### src/rtl/imem_boot_loader_pkg.sv
// Shared CPU package: MIPS opcode constants plus the boot-loader FSM
// encodings and the width of the stream length field.
package imem_boot_loader_pkg;

    // Existing primary opcode field values (instr[31:26])
    localparam logic [5:0] OP_RTYPE = 6'h00;
    localparam logic [5:0] OP_J     = 6'h02;
    localparam logic [5:0] OP_BEQ   = 6'h04;
    localparam logic [5:0] OP_ADDI  = 6'h08;
    localparam logic [5:0] OP_LW    = 6'h23;
    localparam logic [5:0] OP_SW    = 6'h2b;

    // Boot stream word-count field width
    localparam int LEN_W = 16;

    // Boot loader FSM encodings
    localparam logic [2:0] ST_LEN_HI = 3'd0;
    localparam logic [2:0] ST_LEN_LO = 3'd1;
    localparam logic [2:0] ST_DATA   = 3'd2;
    localparam logic [2:0] ST_DONE   = 3'd3;
    localparam logic [2:0] ST_ERR    = 3'd4;

endpackage

### src/rtl/imem_boot_loader_byte_assembler.sv
// Byte-to-word assembler for the boot stream. Bytes arrive MSB first; the
// fourth byte of a group completes the word, which is presented
// combinationally together with a one-cycle word_valid.
//   clk        : clock
//   areset     : synchronous active-high reset, clears counter and shifter
//   en         : a byte is being transferred this cycle
//   byte_in    : the byte being transferred
//   word       : assembled big-endian word (valid when word_valid)
//   word_valid : high on the transfer of the 4th byte of a word
module imem_boot_loader_byte_assembler (
    input  logic        clk,
    input  logic        areset,
    input  logic        en,
    input  logic [7:0]  byte_in,
    output logic [31:0] word,
    output logic        word_valid
);

    logic [1:0]  cnt_p0;
    logic [23:0] sr_p0;

    // Only the three most recent bytes need storing; the fourth is taken
    // straight from the input so the word is ready on the completing cycle.
    always_ff @(posedge clk) begin
        if (areset) begin
            cnt_p0 <= 2'd0;
            sr_p0  <= 24'd0;
        end else if (en) begin
            cnt_p0 <= cnt_p0 + 2'd1;
            sr_p0  <= {sr_p0[15:0], byte_in};
        end
    end

    assign word       = {sr_p0, byte_in};
    assign word_valid = en && (cnt_p0 == 2'd3);

endmodule

### src/rtl/imem_boot_loader.sv
// Instruction-memory boot loader. Receives a byte stream consisting of a
// 16-bit word count N (MSB first) followed by 4*N bytes of big-endian
// instructions and writes them to consecutive imem word addresses from 0.
// The downstream CPU is held in reset until the load completes.
//   clk, areset          : clock, synchronous active-high reset
//   in_data/valid/ready  : boot byte stream handshake
//   imem_we/addr/wdata   : registered instruction-memory write port
//   cpu_rst              : CPU reset, released only in DONE
//   done, err            : sticky completion / length-overflow flags
module imem_boot_loader
    import imem_boot_loader_pkg::*;
#(
    parameter int ADDR_W = 8
) (
    input  logic              clk,
    input  logic              areset,
    input  logic [7:0]        in_data,
    input  logic              in_valid,
    output logic              in_ready,
    output logic              imem_we,
    output logic [ADDR_W-1:0] imem_addr,
    output logic [31:0]       imem_wdata,
    output logic              cpu_rst,
    output logic              done,
    output logic              err
);

    // Capacity in words, one bit wider than the length field so that a
    // 16-bit N can be compared against 2^ADDR_W without truncation.
    localparam logic [LEN_W:0] CAP = (LEN_W + 1)'(1) << ADDR_W;

    logic [2:0]        state;
    logic [7:0]        len_hi;
    logic [LEN_W-1:0]  words_left;
    logic [ADDR_W-1:0] widx;
    logic              xfer;
    logic [LEN_W-1:0]  n_full;
    logic [31:0]       word_p0;
    logic              vld_p0;

    // Reset forces in_ready low so a reset cycle can never look like a transfer.
    assign in_ready = !areset &&
                      ((state == ST_LEN_HI) || (state == ST_LEN_LO) || (state == ST_DATA));
    assign xfer     = in_valid && in_ready;
    assign n_full   = {len_hi, in_data};

    imem_boot_loader_byte_assembler u_asm (
        .clk        (clk),
        .areset     (areset),
        .en         (xfer && (state == ST_DATA)),
        .byte_in    (in_data),
        .word       (word_p0),
        .word_valid (vld_p0)
    );

    // Stage p0 -> outputs: completed word is registered onto the imem port
    always_ff @(posedge clk) begin
        if (areset) begin
            state      <= ST_LEN_HI;
            len_hi     <= 8'd0;
            words_left <= '0;
            widx       <= '0;
            imem_we    <= 1'b0;
            imem_addr  <= '0;
            imem_wdata <= 32'd0;
        end else begin
            imem_we <= 1'b0;
            case (state)
                ST_LEN_HI: begin
                    if (xfer) begin
                        len_hi <= in_data;
                        state  <= ST_LEN_LO;
                    end
                end
                ST_LEN_LO: begin
                    if (xfer) begin
                        words_left <= n_full;
                        if (n_full == '0)
                            state <= ST_DONE;
                        else if ({1'b0, n_full} > CAP)
                            state <= ST_ERR;
                        else
                            state <= ST_DATA;
                    end
                end
                ST_DATA: begin
                    if (vld_p0) begin
                        imem_we    <= 1'b1;
                        imem_addr  <= widx;
                        imem_wdata <= word_p0;
                        // The index is not advanced past the last word, so a
                        // full-capacity load never wraps back to address 0.
                        if (words_left == LEN_W'(1)) begin
                            state <= ST_DONE;
                        end else begin
                            words_left <= words_left - LEN_W'(1);
                            widx       <= widx + ADDR_W'(1);
                        end
                    end
                end
                ST_DONE, ST_ERR: ;
                default: state <= ST_ERR;
            endcase
        end
    end

    assign done    = (state == ST_DONE);
    assign err     = (state == ST_ERR);
    assign cpu_rst = !done;

endmodule

### config.mk
export PLATFORM = sky130hd
export DESIGN_NAME = imem_boot_loader
export DESIGN_NICKNAME = d
export VERILOG_FILES = /design/src/rtl/imem_boot_loader_pkg.sv /design/src/rtl/imem_boot_loader_byte_assembler.sv /design/src/rtl/imem_boot_loader.sv
export SDC_FILE = /design/constraint.sdc
export NUM_CORES = 1
export LEC_CHECK = 0
export CORE_MARGIN = 2
export CORE_UTILIZATION = 35
export CTS_CLUSTER_DIAMETER = 120
export DETAILED_ROUTE_END_ITERATION = 8
export SLEW_MARGIN = 20
export SYNTH_ARGS = -nofsm -noshare
export SYNTH_HDL_FRONTEND = slang
export SYNTH_SLANG_ARGS = --single-unit
### constraint.sdc
create_clock -name clk -period 2.3 [get_ports clk]
set_input_delay 0.46 -clock clk [delete_from_list [all_inputs] [get_ports clk]]
set_output_delay 0.46 -clock clk [all_outputs]
set_load 0.1 [all_outputs]
==> results.yml <==
outcome:
  outcome: "completed"
setup_path:
  r2r_start: "words_left[1]$_SDFFE_PP0P_"
  r2r-end: "state[0]$_SDFFE_PP0P_"
  cp-start-kind: "register"
  crit_slowest_cell: "nor4b_1"
  r2r_setup_slack_ps: 240
  cp.required_ps: 2570
  arrival_ps: 2330
  path_class: "register to register"
  slowest_delay_ps: 370
  reg2reg_depth: 7
  crit_path_max_fanout: 6
  worstSetupEndpointType: "register"
  crit_chain: "inv_1, ha_1, nor4b_1, nand4_2, o31a_1, o31ai_2, mux2i_1"
power:
  ir_drop_mv: 0.259
  power.leakage_nw: 1.97
  power.density_nw_per_um2: 697
floorplanning:
  design.core.area_um2: 12000
  die_area_um2: 13100
  die_width_um: 114
  pin_count: 56
  initial_core_util: 0.357
  num_rows: 40
  die-height_um: 114
sta:
  worst_slew_pin_slew_ps: 646
  fin_crit_sh: 0.894
  timing.final.hold_violations: 0
  relSlewSlack: 0.569
  final.min_clock_period_ps: 2060
  whs_ps: 456
  setup_slack_ps: 244
  clock.fmax_mhz: 486
  slew_viol_final: 0
  rsz0062_at_grt: "no"
  finalClockSkew_ps: 7.71
  finalSetupViolations: 0
drt:
  drt-pass1-iter-count: 4
  vias_per_cell: 5.12
  via_count: 3817
  routed_wl_um: 10500
  drtAntennaViolNets: 0
  drt-initial-drc-count: 175
  wl_per_cell_um: 14.1
  drc: 0
synthesis:
  seq_area_frac_synth: 0.478
  synth_top_area_frac: 0.478
  synth_area_um2: 4270
  synth_top_flop_cell: "dfxtp_1"
  ys_seq_elements: 102
  yosys_warnings: 0
  synth_area_per_cell_um2: 8.07
  synthArstFlopShare: 0
  ys_types: 48
  synth_fp_nets: 544
  synth-edff-count: 0
  synth.area.top_cells: "dfxtp_1, nand2_1, a21oi_1"
  yosysTopAreaCell: "dfxtp_1"
  synthCells: 529
clock_tree:
  cts_tree: "built"
  hold_buffers: 0
  cts_root_buf: "clkbuf_16"
  cts_buffer_depth: 2
  clk_latency_ps: 340
  cts.sinks: 102
  post_cts_buffers: 0
  cts_max_level: 3
  cts_made_buffers: 9
  cts_resized: 0
  clkTransAtPathRegs_ps: 70
grt:
  top_usage_layer: "met2"
  grt_overflow: 0
  met1_usage: 0.216
  grt_pass1_wl_um: 17500
  grt_pass1_vias: 3586
  use_met2: 0.271
  grt_usage: 0.166
  grt_antenna_before_repair: 0
  use_met3: 0.0386
  grt_start_max_net_pins: 63
place:
  place_ws_ps: -9.74
  gp_congestion: 0.881
  dp_cells: 729
  hpwl_um: 7480
  dpl_cell_area_um2: 5070
  portBuffers: 55
final_layout:
  nFillCells: 1167
  n_antenna_cell: 0
  layout-area-overhead-vs-synth_pct: 26.4
  layout_common_cells: "nand2_1, dfxtp_1, buf_4, a21oi_1, o21ai_0"
  nets: 608
  final_common_cell: "nand2_1"
  multi_input_area_um2: 2050
  drive_gt1_frac: 0.186
  layout.core_utilization: 0.451
  fin_area_um2: 5400
  layoutNonFillerInstCount: 745
  seqCellArea_um2: 2040
min_path:
  whs_path_depth: 2
  hp-start: "u_asm.sr_p0[23]$_SDFFE_PP0P_"
  holdPathEnd: "imem_wdata[31]$_SDFFE_PP0P_"
  hp-class: "register to register"
flow_run:
  maxCapViolations: 0
-- cell usage after synthesis, types with 2 or more instances --
cell type	n
nand2_1	166
dfxtp_1	102
a21oi_1	62
o21ai_0	29
nor2_1	23
clkbuf_1	21
buf_2	12
mux2i_1	10
nor4_1	10
nor3_1	8
inv_1	7
o21ai_1	7
a32o_1	6
nand3_1	6
xnor2_1	6
ha_1	4
a31oi_1	3
nand4_1	3
nor4_4	3
o211ai_1	3
o31ai_1	3
or4_1	3
a21o_1	2
a31o_1	2
buf_6	2
nand4_2	2
or3_1	2
xor2_1	2
-- worst max-delay path: cells and delay by family, from the launching register on --
kind	cells	cell delay (ps)
and+or+nand+nor	2	670
AOI/OAI and AO/OA	2	530
DFF	1	320
muxes	1	220
adders and majority gates	1	160
buffers and inverters	1	80
-- logic make-up after synthesis --
logic type | count (synthesis) | synth area share
AOI/OAI and AO/OA | 123 | 0.167
adders and majority gates | 4 | 0.0117
muxes | 10 | 0.0234
and+or+nand+nor | 239 | 0.258
buffers and inverters | 43 | 0.0448
DFF | 102 | 0.478
xor gates and xnor gates | 8 | 0.0164
-- how the worst max path moves through the flow --
stage                               startpoint                          to  slack, ps  cells after the start
floorplan                state[2]$_SDFFE_PP0P_                         err         20                      3
global placement                      in_valid  words_left[7]$_SDFFE_PP0P_         70                      6
detailed placement                    in_valid  words_left[3]$_SDFFE_PP0P_        -10                      6
CTS                 words_left[1]$_SDFFE_PP0P_  words_left[6]$_SDFFE_PP0P_        150                      7
global route        words_left[1]$_SDFFE_PP0P_  words_left[6]$_SDFFE_PP0P_         80                      7
finish              words_left[1]$_SDFFE_PP0P_       state[0]$_SDFFE_PP0P_        240                      7
-- state kept, by name (all words and copies together) (netlist names) --
name and flops:
imem_we 1, u_asm.sr_p0 24, words_left 16, len_hi 8
widx 8, imem_wdata 32, imem_addr 8, u_asm.cnt_p0 2
state 3
-- layer usage --
metal  share of wire  vias up
li1                -     1935
met1            0.47     1786
met2            0.47       87
met3           0.041        9
met4           0.012        0
met5               0        -
-- power by group --
part | switching [mW] | leakage [nW] | total [mW] | internal (mW)
Combinational | 0.205 | 0.995 | 0.343 | 0.139
Clock | 0.710 | 0.153 | 1.61 | 0.895
Sequential | 0.0284 | 0.823 | 1.81 | 1.79
Total | 0.943 | 1.97 | 3.76 | 2.82
-- final cells by class --
class                      count  area share
sequential                   102       0.378
tap                          147      0.0341
timing repair buffer          88       0.142
clock inverter                 6      0.0144
inverter                       8     0.00626
multi-input combinational    384       0.380
clock buffer                  10      0.0443
-- per-stage QoR --
stage	setup TNS (ps)	total power, mW
finish	0	3.76
global route	0	3.91
CTS	0	3.80
detailed placement	-11.8	2.20
global placement	0	2.19
floorplan	0	2.06
(Power assumes the default switching activity.)
